==> src/rtl/branch_resolve_unit.sv <==
// Branch resolve unit: EX-stage branch/jump comparator plus a direct-mapped 2-bit BHT read by fetch.
// Optional BRU_STATS_EN adds saturating branch/mispredict counters with a synchronous clear.
`ifndef BJ_OP_BUS
`define BJ_OP_BUS 3:0
`endif
`ifndef EXE_BJOP_NOOP
`define EXE_BJOP_NOOP 4'd0
`define EXE_BJOP_JUMP 4'd1
`define EXE_BJOP_BEQ  4'd2
`define EXE_BJOP_BNE  4'd3
`define EXE_BJOP_BLT  4'd4
`define EXE_BJOP_BGE  4'd5
`define EXE_BJOP_BLTU 4'd6
`define EXE_BJOP_BGEU 4'd7
`endif

module branch_resolve_unit #(
  parameter int XLEN       = 32,
  parameter int BHT_DEPTH  = 64,
  localparam int BHT_IDX_W = $clog2(BHT_DEPTH)
) (
  input  logic              clk,
  input  logic              rst_n,
`ifdef BRU_STATS_EN
  input  logic              stats_clr,
  output logic [31:0]       stat_branches,
  output logic [31:0]       stat_mispredicts,
`endif
  input  logic              pred_valid,
  input  logic [XLEN-1:0]   pred_pc,
  output logic              pred_taken,
  output logic              pred_out_valid,
  input  logic              res_valid,
  input  logic [`BJ_OP_BUS] bj_op,
  input  logic [XLEN-1:0]   rrd1,
  input  logic [XLEN-1:0]   rrd2,
  input  logic [XLEN-1:0]   res_pc,
  input  logic              res_pred_taken,
  output logic              b_taken,
  output logic              mispredict,
  output logic              bj_illegal,
  output logic              res_out_valid
);

  logic [1:0]           bht [BHT_DEPTH];
  logic [BHT_IDX_W-1:0] pred_idx;
  logic [BHT_IDX_W-1:0] res_idx;
  logic                 cmp;
  logic                 op_cond;
  logic                 op_ill;
  logic                 upd_en;
  logic [1:0]           cur_ctr;
  logic [1:0]           upd_ctr;
  logic                 pred_bit;
  logic                 mis_cond;
  logic                 unused_pc_bits;

  // Word-aligned PCs: bits [1:0] and everything above the index are dropped (no tags).
  assign pred_idx       = pred_pc[BHT_IDX_W+1:2];
  assign res_idx        = res_pc[BHT_IDX_W+1:2];
  assign unused_pc_bits = ^{pred_pc, res_pc};

  always_comb begin
    cmp     = 1'b0;
    op_cond = 1'b0;
    op_ill  = 1'b0;
    case (bj_op)
      `EXE_BJOP_NOOP: cmp = 1'b0;
      `EXE_BJOP_JUMP: cmp = 1'b1;
      `EXE_BJOP_BEQ:  begin cmp = (rrd1 == rrd2);                   op_cond = 1'b1; end
      `EXE_BJOP_BNE:  begin cmp = (rrd1 != rrd2);                   op_cond = 1'b1; end
      `EXE_BJOP_BLT:  begin cmp = ($signed(rrd1) <  $signed(rrd2)); op_cond = 1'b1; end
      `EXE_BJOP_BGE:  begin cmp = ($signed(rrd1) >= $signed(rrd2)); op_cond = 1'b1; end
      `EXE_BJOP_BLTU: begin cmp = (rrd1 <  rrd2);                   op_cond = 1'b1; end
      `EXE_BJOP_BGEU: begin cmp = (rrd1 >= rrd2);                   op_cond = 1'b1; end
      default:        op_ill = 1'b1;
    endcase
  end

  assign upd_en   = res_valid & op_cond;
  assign cur_ctr  = bht[res_idx];
  assign mis_cond = res_valid & (cmp ^ res_pred_taken);

  always_comb begin
    upd_ctr = cur_ctr;
    if (cmp) begin
      if (cur_ctr != 2'b11) upd_ctr = cur_ctr + 2'b01;
    end else begin
      if (cur_ctr != 2'b00) upd_ctr = cur_ctr - 2'b01;
    end
  end

  // Same-cycle write to the entry being predicted is forwarded to fetch.
  assign pred_bit = (upd_en && (pred_idx == res_idx)) ? upd_ctr[1] : bht[pred_idx][1];

  always_ff @(posedge clk) begin
    if (!rst_n) begin
      for (int i = 0; i < BHT_DEPTH; i++) bht[i] <= 2'b01;
      pred_taken     <= 1'b0;
      pred_out_valid <= 1'b0;
      b_taken        <= 1'b0;
      mispredict     <= 1'b0;
      bj_illegal     <= 1'b0;
      res_out_valid  <= 1'b0;
    end else begin
      if (upd_en) bht[res_idx] <= upd_ctr;
      if (pred_valid) pred_taken <= pred_bit;
      pred_out_valid <= pred_valid;
      res_out_valid  <= res_valid;
      b_taken        <= res_valid & cmp;
      mispredict     <= mis_cond;
      bj_illegal     <= res_valid & op_ill;
    end
  end

`ifdef BRU_STATS_EN
  always_ff @(posedge clk) begin
    if (!rst_n || stats_clr) begin
      stat_branches    <= '0;
      stat_mispredicts <= '0;
    end else begin
      if (res_valid && (bj_op != `EXE_BJOP_NOOP) && (stat_branches != 32'hFFFF_FFFF))
        stat_branches <= stat_branches + 32'd1;
      if (mis_cond && (stat_mispredicts != 32'hFFFF_FFFF))
        stat_mispredicts <= stat_mispredicts + 32'd1;
    end
  end
`endif

endmodule
==> config.mk <==
export PLATFORM = sky130hd
export DESIGN_NAME = branch_resolve_unit
export DESIGN_NICKNAME = d
export VERILOG_FILES = /design/src/rtl/branch_resolve_unit.sv
export SDC_FILE = /design/constraint.sdc
export NUM_CORES = 1
export LEC_CHECK = 0
export BUFFER_PORTS_ARGS = -buffer_cell sky130_fd_sc_hd__buf_2
export CAP_MARGIN = 10
export CORE_AREA = 2 2 130 132
export CTS_CLUSTER_DIAMETER = 60
export DETAILED_ROUTE_END_ITERATION = 7
export DIE_AREA = 0 0 132 134
export PLACE_DENSITY = 0.75
export SYNTH_ARGS = -nofsm -noshare
export SYNTH_HDL_FRONTEND = slang
export SYNTH_SLANG_ARGS = --single-unit
==> constraint.sdc <==
create_clock -name clk -period 2.7 [get_ports clk]
set_input_delay 0.27 -clock clk [delete_from_list [all_inputs] [get_ports clk]]
set_output_delay 0.27 -clock clk [all_outputs]
set_load 0.03 [all_outputs]
==> flow_summary_export.csv <==
group,metric,value,unit
critical_path,timing.critical_path.to_type,"register",
die,num_io_pins,143,
logic_synthesis,synth.top_cell.area_share,0.473,
clocking,tritoncts,"built",
timing,maxSlewHeadroom,0.479,
finish,multi_input_comb_area,3870,um2
grt,antenna_found_initial,0,
finish,nFillCells,1245,
timing,hold_viol,0,
clocking,cts_made_buffers,17,
critical_path,critPathCapture,"bht[11][1]",
placement,place_congestion,0.971,
critical_path,timing.critical_path.cells,"mux4_2, mux2_4, a22o_1, a211oi_2, and4_4, buf_6, nor2_2, o21ai_4, buf_6, clkbuf_16, nor2_1",
grt,globalRouteMet3Util,0.0756,
placement,placed_area,9220,um2
critical_path,worst_path_max_delay_cell,"mux4_2",
logic_synthesis,synth-main-ff-cell,"edfxtp_1",
logic_synthesis,post_synth_inst_count,766,
logic_synthesis,largest_family_of_logic_cells_by_synthesized_area,"simple AND/OR/NAND/NOR gates",
route,post_drt_wl_per_cell,21.3,um
finish,design_area,10300,um2
logic_synthesis,synth.avg_cell_area,10.6,um2
clocking,ctsLongestPathBuffers,2,
die,fp.dieH,134,um
critical_path,crit_buf_inv,3,
logic_synthesis,synth_edf_count,128,
logic_synthesis,post_synth_fa_ha_maj_area_fraction,0.0493,
job,cap_viol_max_count,0,
timing,maxSlewViolCount,0,
finish,area.sequential,3960,um2
route,routed_wl,24300,um
clocking,clk_root_buffer_cell,"clkbuf_16",
grt,grt_pass1_wl,35900,um
critical_path,worst_setup_path_start_kind,"register",
critical_path,r2r_setup_slack,-0.24,ns
status,run_status,"finished, violations left",
clocking,ctsHoldBuffers,0,
timing,fin_worst_skew,0.0129,ns
grt,grtUsageMet1,0.319,
grt,grt_pass1_vias,6732,
die,die_w,132,um
logic_synthesis,synth_cell_type_count,62,
power_and_ir_drop,power.total,5810,uW
logic_synthesis,synth_seq_area_share,0.488,
critical_path,worstSetupStartpoint,"bht[7][1]",
placement,place.detailed.hpwl,16000,um
timing,layout_setup_ws,-0.243,ns
logic_synthesis,synth_compound_area_frac,0.0787,
timing,tns,-22.61,ns
critical_path,critical_path_arrival,3.13,ns
grt,grt_overflow,0,
grt,grt_start_max_net_pins,68,
logic_synthesis,synthesis.nets,935,
logic_synthesis,simple_gate_area_share_of_the_yosys_netlist,0.198,
grt,met2_usage,0.444,
critical_path,worstReg2RegStart,"bht[7][1]",
power_and_ir_drop,leakage,0.00392,uW
critical_path,regToRegEndpoint,"bht[11][1]",
power_and_ir_drop,max-vdd-ir-drop,0.429,mV
timing,rsz0062_at_grt,"yes",
timing,setup_violations,128,
timing,tightest_slew,0.782,ns
logic_synthesis,synth.mux.area_fraction,0.122,
route,drc,0,
clocking,cts.reportedPaths.clkPinSlew,0.06,ns
logic_synthesis,top_cell_type_by_total_area_after_synthesis,"edfxtp_1",
die,initial_utilization,0.499,
logic_synthesis,synth.yosys.warnings,0,
die,floorplan.rows,47,
placement,port_buffers,90,
critical_path,critical_path_required,2.89,ns
critical_path,critical_path.max_stage_delay,0.49,ns
die,die_area,17700,um2
logic_synthesis,synth_most_common_cell,"nand2_1",
route,postRouteAntennaNets,0,
route,vias_per_cell,6.07,
status,violations,"negative setup slack",
critical_path,crit_family,"multiplexers",
critical_path,cp_common_cell,"buf_6",
logic_synthesis,synth_area_leaders,"edfxtp_1 47%, mux4_2 9.2%, nand2_1 6.9%",
timing,final_min_period_over_clock_period,1.09,
logic_synthesis,synth-xor-area-share,0.00863,
finish,antenna_cells_inserted,0,
finish,area_growth_syn_to_layout,27.2,%
timing,timing.final.crit_period,2.94,ns
grt,grtUsageTotal,0.269,
hold_path,hp-class,"in -> reg",
timing,max_freq,0.340,GHz
logic_synthesis,async_reset_ff_frac,0,
route,drtPass1Iterations,5,
finish,final_core_util,0.634,
finish,drive_above_1_share,0.342,
die,design.core.area,16300,um2
route,detailedRoute.firstIterationViolations,686,
clocking,worst_skew_pair.late_latency,0.44,ns
critical_path,path_class,"reg -> reg",
clocking,cts_sinks,134,
critical_path,r2r.worst_path.cells,11,
logic_synthesis,mappedNetlistArea,8120,um2
critical_path,crit_fanout,6,
grt,top_usage_layer,"met2",
critical_path,path_depth,11,
finish,finish.net_count,1077,
logic_synthesis,most_instantiated_cells_after_synthesis,"150 x nand2_1, 128 x edfxtp_1, 84 x nor2_1",
logic_synthesis,synth_seq_cells,134,
clocking,htree_num_levels,4,
placement,dp_slack,-0.441,ns
route,vias_after_detailed_routing,6918,
power_and_ir_drop,p_per_area,562,nW/um2
## per-layer routing
metal  wire [um]  part of all wire
met2       11600              0.48
met4        1160             0.048
met5           0                 0
met3        2930              0.12
met1        8600              0.35
## logic make-up (layout without fill, tap and decap cells)
group,after synthesis,after routing
and+or+nand+nor,351,351
DFF,134,134
buffers and inverters,98,252
AOI/OAI and AO/OA,87,87
muxes,56,56
adders and majority gates,32,32
xor gates and xnor gates,8,8
## worst min-delay path by stage
stage	start	endpoint	depth (start not counted)
final	pred_valid	pred_taken	2
after floorplan	pred_valid	pred_taken	1
after CTS	pred_valid	pred_taken	2
after global routing	pred_valid	pred_taken	2
after global placement	pred_valid	pred_taken	2
after detailed placement	pred_valid	pred_taken	2
## metrics by stage
step	hold slack, ns	cells
floorplan	0.371	766
detailed placement	0.489	1088
CTS	0.0399	1131
global placement	0.481	1088
global route	0.0542	1140
finish	0.0461	1140
## worst reg2reg max path: cells and delay by family, from the launching register on
| family | cells | cell delay, ns |
|---|---|---|
| muxes | 2 | 0.78 |
| AOI/OAI and AO/OA | 3 | 0.62 |
| buffers and inverters | 3 | 0.48 |
| DFF | 1 | 0.42 |
| and+or+nand+nor | 3 | 0.40 |
## report_power, final
group	switching (uW)	internal, uW
Clock	883	1340
Combinational	654	583
Sequential	27.7	2320
Total	1560	4240
## flip-flops by register name (all words and copies together) (netlist names)
name and count:
bht 128, pred_out_valid 1, pred_taken 1, mispredict 1
b_taken 1, bj_illegal 1, res_out_valid 1
## layout make-up
| class | instances | area share |
|---|---|---|
| clock inverters | 14 | 0.0133 |
| multi-input cells | 534 | 0.375 |
| well taps | 220 | 0.0266 |
| repair buffers | 184 | 0.147 |
| inverters | 37 | 0.0134 |
| clock buffers | 17 | 0.0412 |
| flip-flops and latches | 134 | 0.384 |
## layout by cell type (no fill, tap or decap), types with 9 or more instances in the layout
cell type  netlist  layout
a21oi_1         17      17
inv_1           36      36
mux4_2          33      33
buf_4            3      65
a221oi_1        15      15
o21ai_0          9       9
clkbuf_16        0      25
ha_1            32      32
nand2_1        150     150
nor2_1          84      76
edfxtp_1       128     128
buf_2           15      90
nand3_1         57      37
mux2_2          15      14
nand3_2          9      29
## repair_timing
item	in CTS	in global routing
gates resized for setup	10	36
setup buffers	7	1
cloned	5	9
endpoints found under the setup margin	128	128
pin swaps	2	5
No activity file was read; power rests on OpenSTA's default activity.
